## src/rtl/sfu_vec.sv

```systemverilog
`default_nettype none
// ============================================================================
// Module   : sfu_vec
// Purpose  : Multi-channel special function unit. Accumulates acc_len psum
//            vectors per output group in widened per-lane accumulators. It then
//            applies signed saturation to PSUM_BW bits and an optional ReLU.
//            The finished vector is held on a valid/ready output handshake.
// Ports    : clk, reset       - clock, synchronous active-high reset
//            acc_len, relu_en - group length / ReLU enable, sampled on the
//                               first beat of a group (acc_len 0 means 1)
//            in_valid/in_ready, psum_in - input vector handshake
//            out_valid/out_ready, sfp_out - result vector handshake
//            ovf_flag         - per-lane saturation indicator for sfp_out
//            busy             - high while accumulating or holding a result
// Revision : 1.0 - initial release
// ============================================================================
module sfu_vec #(
  parameter int COL     = 8,
  parameter int PSUM_BW = 16,
  parameter int CNT_BW  = 4,
  parameter int ACC_BW  = PSUM_BW + CNT_BW
) (
  input  logic                   clk,
  input  logic                   reset,
  input  logic [CNT_BW-1:0]      acc_len,
  input  logic                   relu_en,
  input  logic                   in_valid,
  output logic                   in_ready,
  input  logic [COL*PSUM_BW-1:0] psum_in,
  output logic                   out_valid,
  input  logic                   out_ready,
  output logic [COL*PSUM_BW-1:0] sfp_out,
  output logic [COL-1:0]         ovf_flag,
  output logic                   busy
);

  typedef enum logic [1:0] {
    S_IDLE = 2'd0,
    S_ACC  = 2'd1,
    S_HOLD = 2'd2
  } state_t;

  // Saturation bounds expressed at accumulator width; the minimum is the
  // bitwise complement of the maximum (0..01..1 -> 1..10..0).
  localparam logic signed [ACC_BW-1:0] SAT_MAX = ACC_BW'((1 << (PSUM_BW - 1)) - 1);
  localparam logic signed [ACC_BW-1:0] SAT_MIN = ~SAT_MAX;

  state_t                    state_q, state_d;
  logic [CNT_BW-1:0]         cnt_q;
  logic [CNT_BW-1:0]         len_q;
  logic                      relu_q;
  logic signed [ACC_BW-1:0]  acc_q [COL];
  logic [COL*PSUM_BW-1:0]    sfp_q;
  logic [COL-1:0]            ovf_q;

  logic                      w_beat;
  logic                      w_final;
  logic                      w_relu;
  logic [CNT_BW-1:0]         w_eff_len;
  logic [CNT_BW-1:0]         w_cnt_inc;
  logic signed [ACC_BW-1:0]  w_sum [COL];
  logic [COL*PSUM_BW-1:0]    w_res;
  logic [COL-1:0]            w_ovf;

  assign in_ready  = (state_q != S_HOLD);
  assign out_valid = (state_q == S_HOLD);
  assign busy      = (state_q != S_IDLE);
  assign sfp_out   = sfp_q;
  assign ovf_flag  = ovf_q;

  assign w_beat    = in_valid & in_ready;
  assign w_eff_len = (acc_len == '0) ? CNT_BW'(1) : acc_len;
  assign w_cnt_inc = cnt_q + CNT_BW'(1);
  // On the first beat the live inputs apply; afterwards the latched copies.
  assign w_relu    = (state_q == S_IDLE) ? relu_en : relu_q;

  // Per-lane datapath: running sum, saturation and ReLU.
  for (genvar i = 0; i < COL; i++) begin : g_lane
    logic signed [ACC_BW-1:0]  w_ext;
    logic signed [ACC_BW-1:0]  w_base;
    logic signed [ACC_BW-1:0]  w_lane_sum;
    logic                      w_hi;
    logic                      w_lo;
    logic [PSUM_BW-1:0]        w_sat;

    assign w_ext = {{(ACC_BW - PSUM_BW){psum_in[PSUM_BW*(i+1)-1]}},
                    psum_in[PSUM_BW*i +: PSUM_BW]};
    // The first beat of a group starts from zero regardless of acc_q.
    assign w_base     = (state_q == S_ACC) ? acc_q[i] : '0;
    assign w_lane_sum = w_base + w_ext;
    assign w_hi       = (w_lane_sum > SAT_MAX);
    assign w_lo       = (w_lane_sum < SAT_MIN);
    assign w_sat      = w_hi ? SAT_MAX[PSUM_BW-1:0] :
                        w_lo ? SAT_MIN[PSUM_BW-1:0] :
                               w_lane_sum[PSUM_BW-1:0];

    assign w_sum[i]                      = w_lane_sum;
    assign w_res[PSUM_BW*i +: PSUM_BW]   = (w_relu && w_sat[PSUM_BW-1]) ? '0 : w_sat;
    assign w_ovf[i]                      = w_hi | w_lo;
  end : g_lane

  // Next-state logic and final-beat detection.
  always_comb begin
    state_d = state_q;
    w_final = 1'b0;
    case (state_q)
      S_IDLE: begin
        if (w_beat) begin
          w_final = (w_eff_len == CNT_BW'(1));
          state_d = w_final ? S_HOLD : S_ACC;
        end
      end
      S_ACC: begin
        if (w_beat && (w_cnt_inc == len_q)) begin
          w_final = 1'b1;
          state_d = S_HOLD;
        end
      end
      S_HOLD: begin
        if (out_ready) begin
          state_d = S_IDLE;
        end
      end
      default: state_d = S_IDLE;
    endcase
  end

  always_ff @(posedge clk) begin
    if (reset) begin
      state_q <= S_IDLE;
      cnt_q   <= '0;
      len_q   <= CNT_BW'(1);
      relu_q  <= 1'b0;
      sfp_q   <= '0;
      ovf_q   <= '0;
      for (int i = 0; i < COL; i++) begin
        acc_q[i] <= '0;
      end
    end else begin
      state_q <= state_d;
      if (w_beat) begin
        for (int i = 0; i < COL; i++) begin
          acc_q[i] <= w_sum[i];
        end
        if (state_q == S_IDLE) begin
          cnt_q  <= CNT_BW'(1);
          len_q  <= w_eff_len;
          relu_q <= relu_en;
        end else begin
          cnt_q <= w_cnt_inc;
        end
      end
      if (w_final) begin
        sfp_q <= w_res;
        ovf_q <= w_ovf;
      end
      if ((state_q == S_HOLD) && out_ready) begin
        cnt_q <= '0;
        for (int i = 0; i < COL; i++) begin
          acc_q[i] <= '0;
        end
      end
    end
  end

endmodule : sfu_vec
`default_nettype wire

```

## config.mk

```make
export PLATFORM = sky130hd
export DESIGN_NAME = sfu_vec
export DESIGN_NICKNAME = d
export VERILOG_FILES = /design/src/rtl/sfu_vec.sv
export SDC_FILE = /design/constraint.sdc
export NUM_CORES = 1
export LEC_CHECK = 0
export ABC_CLOCK_PERIOD_IN_PS = 10400
export CAP_MARGIN = 20
export CORE_MARGIN = 2
export CORE_UTILIZATION = 50
export CTS_CLUSTER_SIZE = 20
export DETAILED_ROUTE_END_ITERATION = 7
export DONT_BUFFER_PORTS = 1
export SLEW_MARGIN = 10
export SYNTH_ARGS = -nofsm -noshare
export SYNTH_HDL_FRONTEND = slang
export SYNTH_SLANG_ARGS = --single-unit
```

## constraint.sdc

```tcl
create_clock -name clk -period 10.4 [get_ports clk]
set_input_delay 2.08 -clock clk [delete_from_list [all_inputs] [get_ports clk]]
set_output_delay 2.08 -clock clk [all_outputs]
set_load 0.03 [all_outputs]
```

Word level (Yosys, flattened, before mapping)

Memories as Yosys holds them, arrays and structs flattened.
Index checks and enable logic that the tools add are counted.

Bits in latches: 0
Word-level logic and storage cells: 148
Bits in registers: 147
Output and inout bits: 139
Memories: 1
Memory bits (writable): 160
ROM bits: 0

Memory list:

| name  | depth | width | read ports | clocked after memory_dff | wr ports | line | text |
|---|---|---|---|---|---|---|---|
| acc_q | 8     | 20    | 8          | 0                        | 8        | 52   | `logic signed [ACC_BW-1:0] acc_q [COL];` |

Multiplexer cells: 67
Multiply operators: 0
Bitwise logic cells: 25
Add/sub/neg operators: 9
Equal/unequal tests: 8
Divide/modulo/power cells: 0
Reductions and logical operators: 16
Order comparisons: 16
Shift operators: 0

Operator list:

| cell                   | count |
|---|---|
| $mux W20               | 24 |
| $mux W16               | 24 |
| $add A20 B16 Y20       | 8 |
| $gt A20 B16 Y1 const B | 8 |
| $lt A20 B16 Y1 const B | 8 |
| $or A1 B1 Y1           | 24 |
| $mux W1                | 11 |
| $logic_and A1 B1 Y1    | 10 |
| $mux W2                | 4 |
| $mux W4                | 2 |
| $pmux W2 S3            | 1 |
| $add A4 B1 Y4 const B  | 1 |
| $eq A4 B1 Y1 const B   | 1 |
| $eq A4 B4 Y1           | 1 |
| $logic_not A4 Y1       | 1 |
| $ne A2 B1 Y1 const B   | 2 |
| $ne A2 B2 Y1 const B   | 2 |
| $reduce_and A3 Y1      | 1 |
| $eq A2 B1 Y1 const B   | 1 |
| $eq A2 B2 Y1 const B   | 1 |
| $logic_not A2 Y1       | 1 |
| $pmux W1 S2            | 1 |
| $reduce_and A2 Y1      | 1 |
| $reduce_bool A2 Y1     | 1 |
| other kinds (2)        | 2 |

Longest topological paths before layout

Gate-level depths: netlist of the first run.

Depth in word-level cells: 8
Mapped depth: 20
Depth with buffers taken out: 14

Least setup slack after synthesis of the first run

OpenSTA, ideal clock, no wires.

Path type: input port to flip-flop
Start: input psum_in[64]
End: register sfp_q[68], in the netlist sfp_out[68]
Path slack: 5.431 ns
Library setup time: 0.060 ns
Data arrival time: 4.910 ns
Cell stages on the path: 12
Cells stage by stage: ha_1 fa_1 a211oi_1 o21ai_0 a31oi_2 o221ai_1 a2111o_1 or3_1 o32ai_2 and2_2 buf_4 a221o_1

Cells in the longest elaborated chain, start to end: 6

Ends and longest elaborated chain:

| what                   | line | text |
|---|---|---|
| start: declaration     | 29   | `input logic [COL*PSUM_BW-1:0] psum_in,` |
| $add A20 B16 Y20 *     | 90   | `assign w_lane_sum = w_base + w_ext;` |
| $lt A20 B16 Y1         | 92   | `assign w_lo = (w_lane_sum < SAT_MIN);` |
| $mux W16               | 94   | `w_lo ? SAT_MIN[PSUM_BW-1:0] :` |
| $mux W16 *             | 93   | `assign w_sat = w_hi ? SAT_MAX[PSUM_BW-1:0] :` |
| $logic_and A1 B1 Y1    | 98   | `assign w_res[PSUM_BW*i +: PSUM_BW] = (w_relu && w_sat[PSUM_BW-1]) ? '0 : w_sat;` |
| $mux W16 *             | 98   |  |
| end signal: assignment | 154  | `sfp_q <= w_res;` |
| end: declaration       | 53   | `logic [COL*PSUM_BW-1:0] sfp_q;` |

Every way passes the cells marked *; elsewhere a longest branch is shown, timed or not.
A chain may end at the register's enable or synchronous reset.

Worst setup path after layout of the first run

Start: register state_q[0]
End: register sfp_q[45], in the netlist sfp_out[45]

Cells in the longest elaborated chain, start to end: 8

Ends and longest elaborated chain:

| what                     | line    | text |
|---|---|---|
| start: declaration       | 48      | `state_t state_q, state_d;` |
| start signal: assignment | 140     | `state_q <= state_d;` |
| $eq A2 B1 Y1             | 89, 106 |  |
| $mux W20                 | 89      | `assign w_base = (state_q == S_ACC) ? acc_q[i] : '0;` |
| $add A20 B16 Y20         | 90      |  |
| $lt A20 B16 Y1           | 92      |  |
| $mux W16                 | 94      |  |
| $mux W16                 | 93      |  |
| $logic_and A1 B1 Y1      | 98      |  |
| $mux W16                 | 98      |  |

Several ways; a longest one is shown, not always the timed one.

==> results of run 1 <==
==> registers in the layout (all words and copies together), names as in the netlist <==
| name | count |
|---|---|
| state_q | 2 |
| sfp_out | 128 |
| acc_q | 160 |
| len_q | 4 |
| cnt_q | 4 |
| ovf_flag | 8 |
| relu_q | 1 |
==> cells in the final DEF, fill, tap and decap left out, types with 13 or more instances in the layout <==
cell type    n
buf_4       20
and3_1      31
clkbuf_16   41
nor2b_1     18
nand2_1    212
a221o_1     75
a211o_1     15
inv_1       58
nand4_1     16
xor2_1      51
o21ai_0     98
and2_1     198
edfxtp_1    80
nor2_1     205
a31oi_1     14
dfxtp_1    227
o211ai_1    16
nand2b_1    26
a221oi_1    13
o21a_1      26
o21bai_1    13
a211oi_1    42
nor3_1      44
xnor2_1     75
nand3_1     24
ha_1       153
a21oi_1    184
a21o_1      54
==> kinds of logic after synthesis <==
group | Yosys count | synth area share, %
AND/OR/NAND/NOR | 840 | 21.0
AO/OA/AOI/OAI | 680 | 24.4
flip-flops | 307 | 34.9
buffers and inverters | 169 | 3.30
adder cells (fa/ha/maj) | 161 | 10.4
XOR/XNOR | 128 | 5.70
multiplexers | 7 | 0.358
==> power by group <==
group / total [mW] / switching (mW) / leakage, nW / internal (mW)
combinational: 0.668 / 0.416 / 5.90 / 0.252
clock: 1.36 / 0.535 / 0.641 / 0.824
sequential: 1.45 / 0.123 / 2.73 / 1.33
total: 3.48 / 1.07 / 9.27 / 2.41
==> area by class of cell <==
class,instances,area (um^2)
clock buffer,57,1170
clock inverter,13,114
timing repair buffer,20,150
tap,525,657
multi-input combinational,1816,12400
fill,3630,17900
inverter,58,218
antenna,1,2.50
sequential,307,6950
==> per-layer routing <==
layer  global-route usage [%]  vias up
li1                         -     8281
met1                     35.0     8026
met2                     43.7      437
met3                     8.05      103
met4                     9.46        2
met5                        0        -
==> Yosys cell counts, types with 31 or more instances <==
cell type | number | share of area [%]
clkbuf_1 | 95 | 1.8
xnor2_1 | 75 | 3.3
and2_1 | 199 | 6.2
a21o_1 | 54 | 2.0
nor2_1 | 207 | 3.9
edfxtp_1 | 80 | 12
nand2_1 | 216 | 4.1
and3_1 | 31 | 0.97
a21oi_1 | 185 | 4.6
dfxtp_1 | 227 | 23
inv_1 | 58 | 1.1
a211oi_1 | 42 | 1.6
ha_1 | 153 | 9.6
xor2_1 | 51 | 2.2
nor3_1 | 44 | 1.1
a221o_1 | 75 | 3.8
o21ai_0 | 98 | 2.5
==> metrics by stage <==
stage | instances | utilization [%] | worst slack (ps)
2_1_floorplan | 2292 | - | 5430
3_3_place_gp | 2726 | 51.4 | 4860
3_5_place_dp | 2726 | 51.4 | 4750
4_1_cts | 2796 | 54.7 | 4930
5_1_grt | 2796 | 54.7 | 4520
6_report | 2797 | 54.7 | 4910
==> worst min-delay path, stage by stage, from the launching register on <==
cell,delay (ps)
dfxtp_1,300
nand2_1,50
a21oi_1,50
==> worst paths after layout <==
kind                from          end  slack [ps]  cells past startpoint
max reg2reg   state_q[0]  sfp_out[45]        4910                     16
min reg2reg  acc_q[1][0]  acc_q[1][0]         450                      2
min          acc_q[1][0]  acc_q[1][0]         450                      2
max           state_q[0]  sfp_out[45]        4910                     16
==> impl_metrics.ini, run 1 <==
[synthesis]
netlist_area_um2 = 19900
syn-num-nets = 2590
yosysWarnings = 0
ys.flop_type = dfxtp_1
ys_seq_elements = 307
async_flop_share_pct = 0
syn_inst = 2292
synth-edff-count = 80
synthDistinctLibCells = 95
syn_avg_cell_area_um2 = 8.69
yosysSeqAreaShare_pct = 34.9

[die]
initial_core_util_pct = 50.4
std_cell_rows = 73
core_area_um2 = 39500
die_x_um = 204
dieArea_um2 = 41500
die_y_um = 204
ios = 276

[cts]
holdBufCountCts = 0
post_cts_buffers = 0
tritoncts = yes
clk_latency_ps = 560
cts.root.buffer_cell = clkbuf_16
htreeDepth = 2
clock_path_buffers = 3
cts_resized = 0
cts.sinks = 307
clk_pin_slew_ps = 60
cts_inserted_buffers = 38

[finish]
layout.nets = 2539
design_area_um2 = 21600
syn_to_final_growth_pct = 8.52
drive_gt1_share_pct = 5.72

[power]
power.density_nw_per_um2 = 161
leakagePower_nw = 9.27
total_power_mw = 3.48
vdd_ir_drop_max_uv = 108

[sta]
timing.fmax_mhz = 182
fin_crit_ps = 5490
tightest_slew_ps = 1100
setup_viol = 0
rsz0062_at_grt = false
drv_slew = 0
hold_ws_ps = 447
hold_violations = 0
setup_tns_ps = 0
relSlewSlack_pct = 26.4
period_share_pct = 52.8
clock_skew_ps = 13.0

[route]
drt-total-wl_um = 57400
highest_layer = met5
routedWlPerCell_um = 20.5
firstDrtPassIters = 5
wl_met2_um = 25700
wl_met1_um = 25500
drtIter0Drc = 934
drc = 0
route.met3.wl_um = 4420
postRouteAntennaNets = 0
routed-via-count = 16800
avgViaCountPerCell = 6.02

[worst_setup_path]
cp_top_family = compound AO/OA/AOI/OAI gates
cp_max_fo = 53
cp-start-kind = flop
critPathSlowestCell = a211oi_2
worstPathCellList = nor2b_4, buf_4, buf_4, and2_1, ha_1, inv_1, fa_1, nor2b_1, o31a_1, o41ai_2, o31ai_1, a221oi_1, xor2_1, o41a_1, a211oi_2, a221o_1
required_ps = 10890
cp-end-kind = flop
crit_top_cell = buf_4
arrival_ps = 5980
max_stage_delay_ps = 810
crit_type = reg -> reg
path_buf_inv = 3

[global_route]
grt_use_total_pct = 27.3
antenna_found_initial = 2
grt_pass1_wl_um = 90300
grt_pass1_vias = 16400
grt_max_degree = 90
grt-ovfl-total = 0

[job]
maxCapViolations = 0

[status]
outcome = finished, final reports clean

[worst_hold_path]
min_path_type = reg -> reg

[place]
gp_congestion = 0.926
dpl-instance-area_um2 = 20300
io_buffers = 0
dp_hpwl_um = 40400
No activity file was read; power rests on OpenSTA's default activity.
==> run 2: changes to the inputs <==
ABC_CLOCK_PERIOD_IN_PS = 4800   (was 10400)
PLACE_DENSITY = 0.68   (was unset)
clock period = 4.8 ns   (was 10.4 ns; I/O delays follow)
==> run 2 against run 1 <==
Power rose by 120%. Global-route usage down 0.35 points. Hold slack improved by 0.67 ps. Routed wire length is 1.1% lower. Via count increased by 1.6%. Die area unchanged. Flip-flop and latch count stayed put. First-iteration DRC count up 16%. Sequential share of layout area shrank 0.32 points. Cell area up 1.0%. Non-clock buffer count grew 8. Combinational power rose by 120%. Largest power group unchanged.
==> impl_metrics.ini, run 2 (same netlist as run 1, synthesis figures left out) <==
[status]
outcome = finished, final reports clean

[global_route]
grt-ovfl-total = 0
grt_use_total_pct = 26.9
antenna_found_initial = 3
grt_max_degree = 93
grt_pass1_vias = 16400
grt_pass1_wl_um = 89100

[sta]
setup_viol = 0
fin_crit_ps = 4470
setup_tns_ps = 0
clock_skew_ps = 17.0
tightest_slew_ps = 966
rsz0062_at_grt = false
period_share_pct = 93.1
relSlewSlack_pct = 35.4
hold_ws_ps = 447
hold_violations = 0
drv_slew = 0
timing.fmax_mhz = 224

[cts]
clock_path_buffers = 3
cts.root.buffer_cell = clkbuf_16
tritoncts = yes
holdBufCountCts = 0
cts_inserted_buffers = 37
post_cts_buffers = 0
cts.sinks = 307
clk_latency_ps = 560
cts_resized = 0
clk_pin_slew_ps = 60
htreeDepth = 2

[worst_setup_path]
rrSetupSlack_ps = 330
cp_max_fo = 92
cp-start-kind = flop
cp-startpoint = state_q[0]
r2r_cells = 16
regToRegStartpoint = state_q[0]
required_ps = 5300
worstReg2RegEnd = sfp_out[38]
arrival_ps = 4970
crit_type = reg -> reg
cp-end-kind = flop

[finish]
multi_input_area_um2 = 12400
register_area_um2 = 6950
drive_gt1_share_pct = 6.06
design_area_um2 = 21800
layout_commonest_cell = dfxtp_1
largest_reg_flops = 160
regMostFlops = acc_q
final_cell_mix = dfxtp_1 (227), nand2_1 (212), nor2_1 (205)
fill_cells = 3576
layout.nets = 2546
syn_to_final_growth_pct = 9.62

[power]
vdd_ir_drop_max_uv = 261
power.density_nw_per_um2 = 354
leakagePower_nw = 9.37

[route]
routed-via-count = 17100
drtIter0Drc = 1086
routedWlPerCell_um = 20.3
firstDrtPassIters = 5
avgViaCountPerCell = 6.11
drt-total-wl_um = 56800
postRouteAntennaNets = 0
drc = 0

[die]
ios = 276
std_cell_rows = 73
initial_core_util_pct = 50.4
die_y_um = 204
core_area_um2 = 39500
die_x_um = 204
dieArea_um2 = 41500

[place]
gp_congestion = 0.929
io_buffers = 0
dp_hpwl_um = 40400
dpl-instance-area_um2 = 20400

[worst_hold_path]
hold_end = acc_q[1][7]
holdPathStages = 2
min_from = acc_q[1][7]
min_path_type = reg -> reg

[job]
maxCapViolations = 0
[run 2: changes by cell type in the layout (fill, tap and decap cells not counted), sizes merged]
cell | before | now
inv | 58 | 59
clkbuf | 57 | 61
buf | 20 | 28
clkinv | 11 | 2
bufinv | 2 | 4
[run 2: worst max-delay path: stages, from the launching register on]
cell and delay (ps):
dfxtp_1 480, nor2b_4 270, buf_12 320, and2_1 190, ha_1 190, inv_1 70, fa_1 400, nor2b_1 160
o31a_1 210, o41ai_2 120, o31ai_1 380, a221oi_1 170, xor2_1 200, o41a_1 520, a211oi_2 240, buf_4 240
a221o_1 170
[run 2: cell type report]
cell class	instances	share of cell area, %
flip-flops and latches	307	31.8
clock buffers	61	5.64
diodes	1	0.0115
well taps	525	3.01
repair buffers	28	1.28
clock inverters	7	0.636
inverters	58	0.997
multi-input cells	1816	56.6
[run 2: how the worst max path moves through the flow]
stage	endpoint	cells past startpoint	slack, ps
2_1_floorplan	sfp_out[52]	20	380
3_3_place_gp	sfp_out[69]	11	520
3_5_place_dp	sfp_out[38]	16	410
4_1_cts	sfp_out[38]	16	390
5_1_grt	sfp_out[120]	14	20
6_report	sfp_out[38]	16	330
[run 2: per-stage QoR]
step	cells	setup slack [ps]	power (mW)	utilization [%]
floorplan	2292	382	4.28	-
global placement	2733	518	4.62	51.7
detailed placement	2733	407	4.65	51.7
CTS	2801	385	7.78	55.1
global route	2802	19.3	8.09	55.2
finish	2803	333	7.73	55.2
[run 2: report_power, final]
| part | switching, mW | internal [mW] | total, mW |
|---|---|---|---|
| logic | 0.910 | 0.566 | 1.48 |
| registers | 0.264 | 2.88 | 3.15 |
| clock network | 1.15 | 1.97 | 3.11 |
| total | 2.32 | 5.41 | 7.73 |
[run 2: per-layer routing]
| metal | GRT usage, % | share of wire (%) |
|---|---|---|
| met5 | 0 | 0.067 |
| met4 | 9.96 | 3.1 |
| met3 | 6.46 | 7.3 |
| met2 | 43.8 | 46 |
| met1 | 34.7 | 43 |
